==> src/rtl/vector_issue_arb.sv <==
// Issue-port arbiter: round-robin over instruction requesters, kap priority with a
// consecutive-grant cap, winner latched into a single-entry slot draining to the pipe.
//
// state      | meaning
// SLOT_EMPTY | no winner held; issue_valid low
// SLOT_FULL  | winner held in issue_id_q until issue_ready
module vector_issue_arb #(
   parameter int NREQ    = 16,
   parameter int KAP_MAX = 4,
   parameter int IDW     = $clog2(NREQ) + 1
) (
   input  logic            clk,
   input  logic            reset_n,
   input  logic            arb_en,
   input  logic [NREQ-1:0] instr_valid,
   output logic [NREQ-1:0] instr_ready,
   input  logic            kap_valid,
   output logic            kap_ready,
   output logic            issue_valid,
   output logic [IDW-1:0]  issue_id,
   input  logic            issue_ready
);

   localparam int PW = $clog2(NREQ);
   localparam int KW = $clog2(KAP_MAX + 1);
   localparam logic [PW:0]     NREQ_W    = (PW+1)'(NREQ);
   localparam logic [PW-1:0]   LAST_IDX  = PW'(NREQ - 1);
   localparam logic [KW-1:0]   KAP_MAX_W = KW'(KAP_MAX);
   localparam logic [IDW-1:0]  KAP_ID    = IDW'(NREQ);

   typedef enum logic {
      SLOT_EMPTY = 1'b0,
      SLOT_FULL  = 1'b1
   } slot_e;

   slot_e           state_q, state_d;
   logic [PW-1:0]   ptr_q, ptr_d;
   logic [KW-1:0]   kap_cnt_q, kap_cnt_d;
   logic [IDW-1:0]  issue_id_q, issue_id_d;

   logic            can_accept;
   logic            inst_pend;
   logic            kap_win;
   logic            inst_acc;
   logic [PW:0]     rr_sum;
   logic [PW-1:0]   rr_idx;
   logic [PW-1:0]   win_idx;
   logic            win_found;

   assign issue_valid = (state_q == SLOT_FULL);
   assign issue_id    = issue_id_q;

   assign can_accept = reset_n & arb_en & (~issue_valid | issue_ready);
   assign inst_pend  = |instr_valid;
   assign kap_win    = kap_valid & ((kap_cnt_q < KAP_MAX_W) | ~inst_pend);
   assign kap_ready  = can_accept & kap_win;
   assign inst_acc   = can_accept & ~kap_win & win_found;

   // Scan starts at ptr_q and wraps, so the channel just served is searched last.
   always_comb begin
      win_found = 1'b0;
      win_idx   = '0;
      rr_sum    = '0;
      rr_idx    = '0;
      for (int k = 0; k < NREQ; k++) begin
         rr_sum = {1'b0, ptr_q} + (PW+1)'(k);
         if (rr_sum >= NREQ_W) begin
            rr_sum = rr_sum - NREQ_W;
         end
         rr_idx = rr_sum[PW-1:0];
         if (!win_found && instr_valid[rr_idx]) begin
            win_found = 1'b1;
            win_idx   = rr_idx;
         end
      end
   end

   always_comb begin
      instr_ready = '0;
      if (inst_acc) begin
         instr_ready[win_idx] = 1'b1;
      end
   end

   always_comb begin
      state_d    = state_q;
      ptr_d      = ptr_q;
      kap_cnt_d  = kap_cnt_q;
      issue_id_d = issue_id_q;
      if (kap_ready) begin
         state_d    = SLOT_FULL;
         issue_id_d = KAP_ID;
         if (!inst_pend) begin
            kap_cnt_d = '0;
         end else if (kap_cnt_q >= KAP_MAX_W) begin
            kap_cnt_d = KAP_MAX_W;
         end else begin
            kap_cnt_d = kap_cnt_q + KW'(1);
         end
      end else if (inst_acc) begin
         state_d    = SLOT_FULL;
         issue_id_d = IDW'(win_idx);
         kap_cnt_d  = '0;
         ptr_d      = (win_idx == LAST_IDX) ? '0 : win_idx + PW'(1);
      end else if ((state_q == SLOT_FULL) && issue_ready) begin
         state_d = SLOT_EMPTY;
      end
   end

   always_ff @(posedge clk or negedge reset_n) begin
      if (!reset_n) begin
         state_q    <= SLOT_EMPTY;
         ptr_q      <= '0;
         kap_cnt_q  <= '0;
         issue_id_q <= '0;
      end else begin
         state_q    <= state_d;
         ptr_q      <= ptr_d;
         kap_cnt_q  <= kap_cnt_d;
         issue_id_q <= issue_id_d;
      end
   end

endmodule

==> config.mk <==
export PLATFORM = sky130hd
export DESIGN_NAME = vector_issue_arb
export DESIGN_NICKNAME = d
export VERILOG_FILES = /design/src/rtl/vector_issue_arb.sv
export SDC_FILE = /design/constraint.sdc
export NUM_CORES = 1
export LEC_CHECK = 0
export ABC_CLOCK_PERIOD_IN_PS = 5500
export BUFFER_PORTS_ARGS = -buffer_cell sky130_fd_sc_hd__buf_2
export CAP_MARGIN = 20
export CELL_PAD_IN_SITES_DETAIL_PLACEMENT = 1
export CELL_PAD_IN_SITES_GLOBAL_PLACEMENT = 1
export CORE_MARGIN = 5
export CORE_UTILIZATION = 41
export DETAILED_ROUTE_END_ITERATION = 8
export PLACE_DENSITY = 0.84
export SLEW_MARGIN = 15
export SYNTH_ARGS = -nofsm -noshare
export SYNTH_HDL_FRONTEND = slang
export SYNTH_SLANG_ARGS = --single-unit
==> constraint.sdc <==
create_clock -name clk -period 5.5 [get_ports clk]
set_input_delay 0.825 -clock clk [delete_from_list [all_inputs] [get_ports clk]]
set_output_delay 0.825 -clock clk [all_outputs]
set_load 0.02 [all_outputs]
==> run_results.csv, run 1 <==
group,metric,value,unit
status,status,"completed",
grt,grt_start_max_net_pins,37,
cts,cts_sinks,13,
die,dieArea,10360,sq um
synthesis,netlist.area_leader.share,17.61,%
die,initial_core_util,42.03,%
die,std_cell_rows,33,
route,drc,0,
cells_and_area,nNetsFinal,480,
worst_setup_path,criticalPathCategory,"flip-flop to output port",
worst_setup_path,worstPathArrival,4570,ps
worst_setup_path,reg2reg_slack,510,ps
synthesis,syn_avg_cell_area,8.900,sq um
cells_and_area,nFillCells,960,
sta,finalHoldViolCount,0,
cts,worstSkewPairLatency,250,ps
synthesis,synth.most_common_cell,"nand2_1",
route,wl,13.58,mm
sta,finalSetupViolCount,0,
sta,drv_slew,0,
synthesis,async_flop_share,100.0,%
die,die_w,101.8,um
placement,io_buffers,43,
cts,clk_pin_slew,60,ps
synthesis,yosysTopAreaCell,"mux4_2",
cts,cts-root-buf,"clkbuf_8",
worst_setup_path,end_kind,"output port",
run,cap_violations,0,
cells_and_area,area_growth,19.82,%
die,io_pins,44,
cts,cts-htree-levels,1,
sta,fin_skew,0.9307,ps
worst_setup_path,startpoint_type,"flip-flop",
route,dr_total_vias,3749,
placement,place_worst_setup_slack,54.19,ps
synthesis,synth_edf_count,0,
placement,placed_cells,539,
synthesis,synthesis.nets,422,
cts,holdBufCountCts,0,
route,antenna_left,0,
sta,timing.fmax,0.1853,GHz
synthesis,synth.distinct_cells,77,
die,coreArea,8217,sq um
cells_and_area,fin_util,50.36,%
placement,gp_congestion,0.9589,
placement,dp_hpwl,10.21,mm
cells_and_area,drive_gt1_share,34.83,%
cts,cts_tree,"built",
sta,worst_pin_slew,724.2,ps
grt,grt_pass1_wl,20.57,mm
route,drtIter0Drc,302,
sta,relSlewSlack,51.59,%
sta,tns,0,ps
sta,setup_slack,104.4,ps
synthesis,synthCells,388,
synthesis,synth_common_cells,"nand2_1 (32), nor2_1 (28), mux4_2 (27)",
synthesis,synth_ff_type,"dfrtp_1",
worst_setup_path,crit_path_max_fanout,7,
hold_path,hold_class,"primary input to async pin",
cells_and_area,diodes,0,
route,dr.pass1.iters,5,
synthesis,yosys_warnings,0,
synthesis,ys_ff_latch,13,
synthesis,syn-cell-area,3453,sq um
worst_setup_path,rr_worst_depth,17,
synthesis,yosys-top-cells-area,"mux4_2 (18%), dfrtp_1 (9.4%), mux2i_1 (6.1%)",
grt,grt.total_usage,25.15,%
cts,clock_tree.buffer_depth,2,
grt,grt_antenna_before_repair,0,
worst_setup_path,r2r_end,"ptr_q[0]",
route,wire_per_inst,24.68,um
sta,fin_crit,5396,ps
cts,numCtsBuffers,3,
sta,fin_crit_sh,98.10,%
grt,overflow,0,
cells_and_area,layoutNonFillerInstCount,550,
worst_setup_path,r2r_start,"ptr_q[1]",
worst_setup_path,critical_path_required,4680,ps
die,die_h,101.8,um
grt,grt_pass1_vias,3837,
synthesis,synth_seq_area_share,9.420,%
route,viasPerCell,6.816,
## per-layer routing
layer / track usage, % / part of all wire [%] / up-vias
met5: 0 / 0 / -
li1: - / - / 1654
met2: 43.26 / 50 / 190
met3: 4.408 / 7.6 / 42
met1: 32.04 / 40 / 1863
met4: 7.975 / 3.1 / 0
## state kept, by name, indices dropped and copies added (netlist names)
register and count:
issue_valid 1, kap_cnt_q 3, ptr_q 4, issue_id 5
## cell type report
class | instances | area, sq um | share of cell area, %
multi-input combinational | 334 | 3075 | 74.33
tap | 105 | 131.4 | 3.175
inverter | 19 | 75.07 | 1.814
sequential | 13 | 327.8 | 7.923
clock buffer | 4 | 45.04 | 1.089
timing repair buffer | 75 | 483.0 | 11.67
## layout by cell type, fill, tap and decap left out, types with 15 or more instances in the layout
| cell type | Yosys | final |
|---|---|---|
| and3_1 | 15 | 15 |
| buf_2 | 5 | 42 |
| buf_4 | 0 | 31 |
| inv_1 | 17 | 15 |
| mux2i_1 | 21 | 21 |
| mux4_2 | 27 | 28 |
| nand2_1 | 32 | 32 |
| nor2_1 | 28 | 26 |
## how the worst max path moves through the flow
stage,start,endpoint,slack [ps],cells past startpoint
final,ptr_q[1],instr_ready[3],100,15
after global routing,ptr_q[1],instr_ready[3],-70,15
after CTS,ptr_q[0],instr_ready[3],20,15
after detailed placement,ptr_q[0],instr_ready[3],50,15
after global placement,instr_valid[3],instr_ready[3],230,14
after floorplan,ptr_q[1],instr_ready[3],5,18
## through the flow
step | hold WS [ps] | area [sq um]
final | 458.1 | 4138
after global routing | 473.1 | 4138
after CTS | 461.1 | 4010
after detailed placement | 465.1 | 3939
after global placement | 460.5 | 3939
after floorplan | 487.3 | 3538
## critical path, stage by stage, from the launching register on
cell        delay, ps
dfrtp_1           410
inv_2              80
ha_4              350
mux4_2            590
mux2_4            320
a2111o_1          410
nor4_4            400
nand3_2           190
nor2_2            180
a2111oi_0         100
a221o_1           370
inv_1              90
ha_2              190
clkinvlp_4        200
nor4_4            250
buf_4             180
## kinds of logic after synthesis
| kind of cell | Yosys count | synth area share, % |
|---|---|---|
| xor+xnor | 10 | 2.536 |
| fa+ha+maj | 13 | 4.710 |
| mux | 66 | 32.61 |
| compound gates | 96 | 21.49 |
| buf+inv | 42 | 5.435 |
| simple gates | 148 | 23.80 |
| flops | 13 | 9.420 |
## what timing repair did
item                       in CTS  in global routing
pin swaps                       1                  4
resized for setup               4                 22
setup endpoints to repair      16                 16
gates cloned                    0                  1
setup buffers                   1                  5
Power of run 1 is left out: the tool's default activity adds up to more than one toggle a clock period on the data nets, which glitch-free logic cannot reach.
==> inputs of run 2 (changes only) <==
Settings changed: MAX_ROUTING_LAYER set to met4.
==> run 2 against run 1 <==
  * Wire length decreased by 3.7%
  * Critical path depth rose by 1
  * Clock-buffer cell count unchanged
  * Highest routed layer unchanged
  * Die area did not move
  * Non-clock buffer count up 5
  * Worst setup slack better by 25 ps
  * First-iteration DRC count shrank 5.3%
  * Worst hold slack gained 5.8 ps
==> run_results.csv, run 2 (same netlist as run 1, synthesis figures left out) <==
group,metric,value,unit
route,viasPerCell,6.744,
cells_and_area,diodes,0,
worst_setup_path,crit_buf_inv,5,
route,drc,0,
worst_setup_path,max_stage_delay,590,ps
worst_setup_path,startpoint_type,"flip-flop",
worst_setup_path,critical_path_required,4680,ps
sta,fin_crit,5370,ps
grt,grt_pass1_vias,3779,
cts,cts_sinks,13,
sta,fin_crit_sh,97.64,%
grt,overflow,0,
grt,grt_pass1_wl,20.31,mm
worst_setup_path,critPathTopFamily,"compound AO/OA/AOI/OAI gates",
route,wl,13.08,mm
grt,grt_antenna_before_repair,0,
grt,grt_start_max_net_pins,37,
cts,clk_pin_slew,60,ps
route,routed-wl-met3,784,um
cells_and_area,drive_gt1_share,35.63,%
route,wl_met2,6.492,mm
sta,drv_slew,0,
cts,numCtsBuffers,3,
route,topRoutingLayerUsed,"met4",
route,dr_total_vias,3736,
worst_setup_path,worstPathArrival,4550,ps
worst_setup_path,end_kind,"output port",
cts,clock_tree.buffer_depth,2,
run,cap_violations,0,
cts,worstSkewPairLatency,240,ps
cells_and_area,largest_reg_flops,5,
route,dr.pass1.iters,4,
placement,dp_hpwl,10.02,mm
cells_and_area,mostFrequentLayoutCells,"buf_2 (41), buf_4 (37), nand2_1 (32)",
cts,cts_tree,"built",
worst_setup_path,critical_path.slowest_cell,"mux4_2",
worst_setup_path,crit_path_max_fanout,7,
sta,timing.fmax,0.1862,GHz
route,wire_per_inst,23.61,um
cells_and_area,area_growth,20.72,%
cells_and_area,nNetsFinal,484,
status,status,"completed",
die,dieArea,10360,sq um
route,antenna_left,0,
sta,relSlewSlack,51.44,%
sta,finalHoldViolCount,0,
placement,io_buffers,43,
die,die_w,101.8,um
hold_path,hold_class,"primary input to async pin",
die,initial_core_util,42.03,%
placement,gp_congestion,0.9971,
route,drtIter0Drc,286,
cells_and_area,mostFrequentLayoutCell,"buf_2",
die,die_h,101.8,um
die,io_pins,44,
worst_setup_path,crit_chain,"inv_2 -> ha_4 -> mux4_2 -> mux2_4 -> a2111o_1 -> nor4_4 -> buf_4 -> nand4_4 -> a211o_1 -> o21a_1 -> a221o_1 -> inv_2 -> ha_4 -> clkinvlp_4 -> nor4_4 -> buf_4",
die,std_cell_rows,33,
route,met1_length,5.346,mm
sta,finalSetupViolCount,0,
grt,grt.total_usage,25.64,%
cts,cts-htree-levels,1,
worst_setup_path,criticalPathCategory,"flip-flop to output port",
die,coreArea,8217,sq um
sta,fin_skew,6.449,ps
cells_and_area,fin_util,50.74,%
sta,worst_pin_slew,726.4,ps
cts,cts-root-buf,"clkbuf_8",
run 2: cell count changes in the layout (fill, tap and decap cells not counted), sizes merged:
cell and delta:
clkbuf +1, buf +4, mux4 -1
run 2: path summary, 6_finish.rpt:
kind                            cells after the start         endpoint  slack, ps   startpoint
min in group clk                                    1      issue_id[4]        480  issue_id[4]
worst max register to register                     17         ptr_q[0]        800     ptr_q[1]
worst min register to register                      1      issue_id[4]        480  issue_id[4]
max in group asynchronous                           1     kap_cnt_q[2]       4790      reset_n
worst min-delay path                                1         ptr_q[2]        460      reset_n
worst max-delay path                               16  instr_ready[15]        130     ptr_q[1]
run 2: layout make-up:
type | count | area [sq um]
clock buffers | 4 | 45.04
fillers | 972 | 4048
inverters | 19 | 75.07
multi-input cells | 333 | 3080
flip-flops and latches | 13 | 325.3
well taps | 105 | 131.4
repair buffers | 80 | 511.7
run 2: worst reg2reg max path, delay by kind of cell (launching register included):
family / cells / cell delay [ps]
flip-flops: 1 / 390
adder cells (fa/ha/maj): 2 / 470
AND/OR/NAND/NOR: 2 / 380
multiplexers: 2 / 930
AO/OA/AOI/OAI: 6 / 1650
buffers and inverters: 5 / 740
run 2: metrics by stage:
stage	instance area (sq um)	setup WS, ps	std cells	TNS [ps]	hold WS [ps]
floorplan	3538	4.916	388	0	487.3
global placement	3976	164.1	544	0	460.3
detailed placement	3976	92.50	544	0	473.6
CTS	4053	23.12	549	0	466.7
global route	4169	-77.99	554	-118.5	478.5
finish	4169	129.9	554	0	464.0
run 2: repair_timing:
action,CTS,global route
endpoints found under the hold margin,0,0
gates resized for setup,5,21
pin swaps,0,5
endpoints found under the setup margin,16,16
buffers inserted,1,5
hold buffers,0,0
run 2: metal layers:
layer | up-vias | global-route usage, %
met2 | 174 | 41.55
met3 | 41 | 3.581
met5 | - | -
met4 | 0 | 8.793
met1 | 1857 | 32.82
li1 | 1664 | -
Power of run 2 is left out for the same reason.
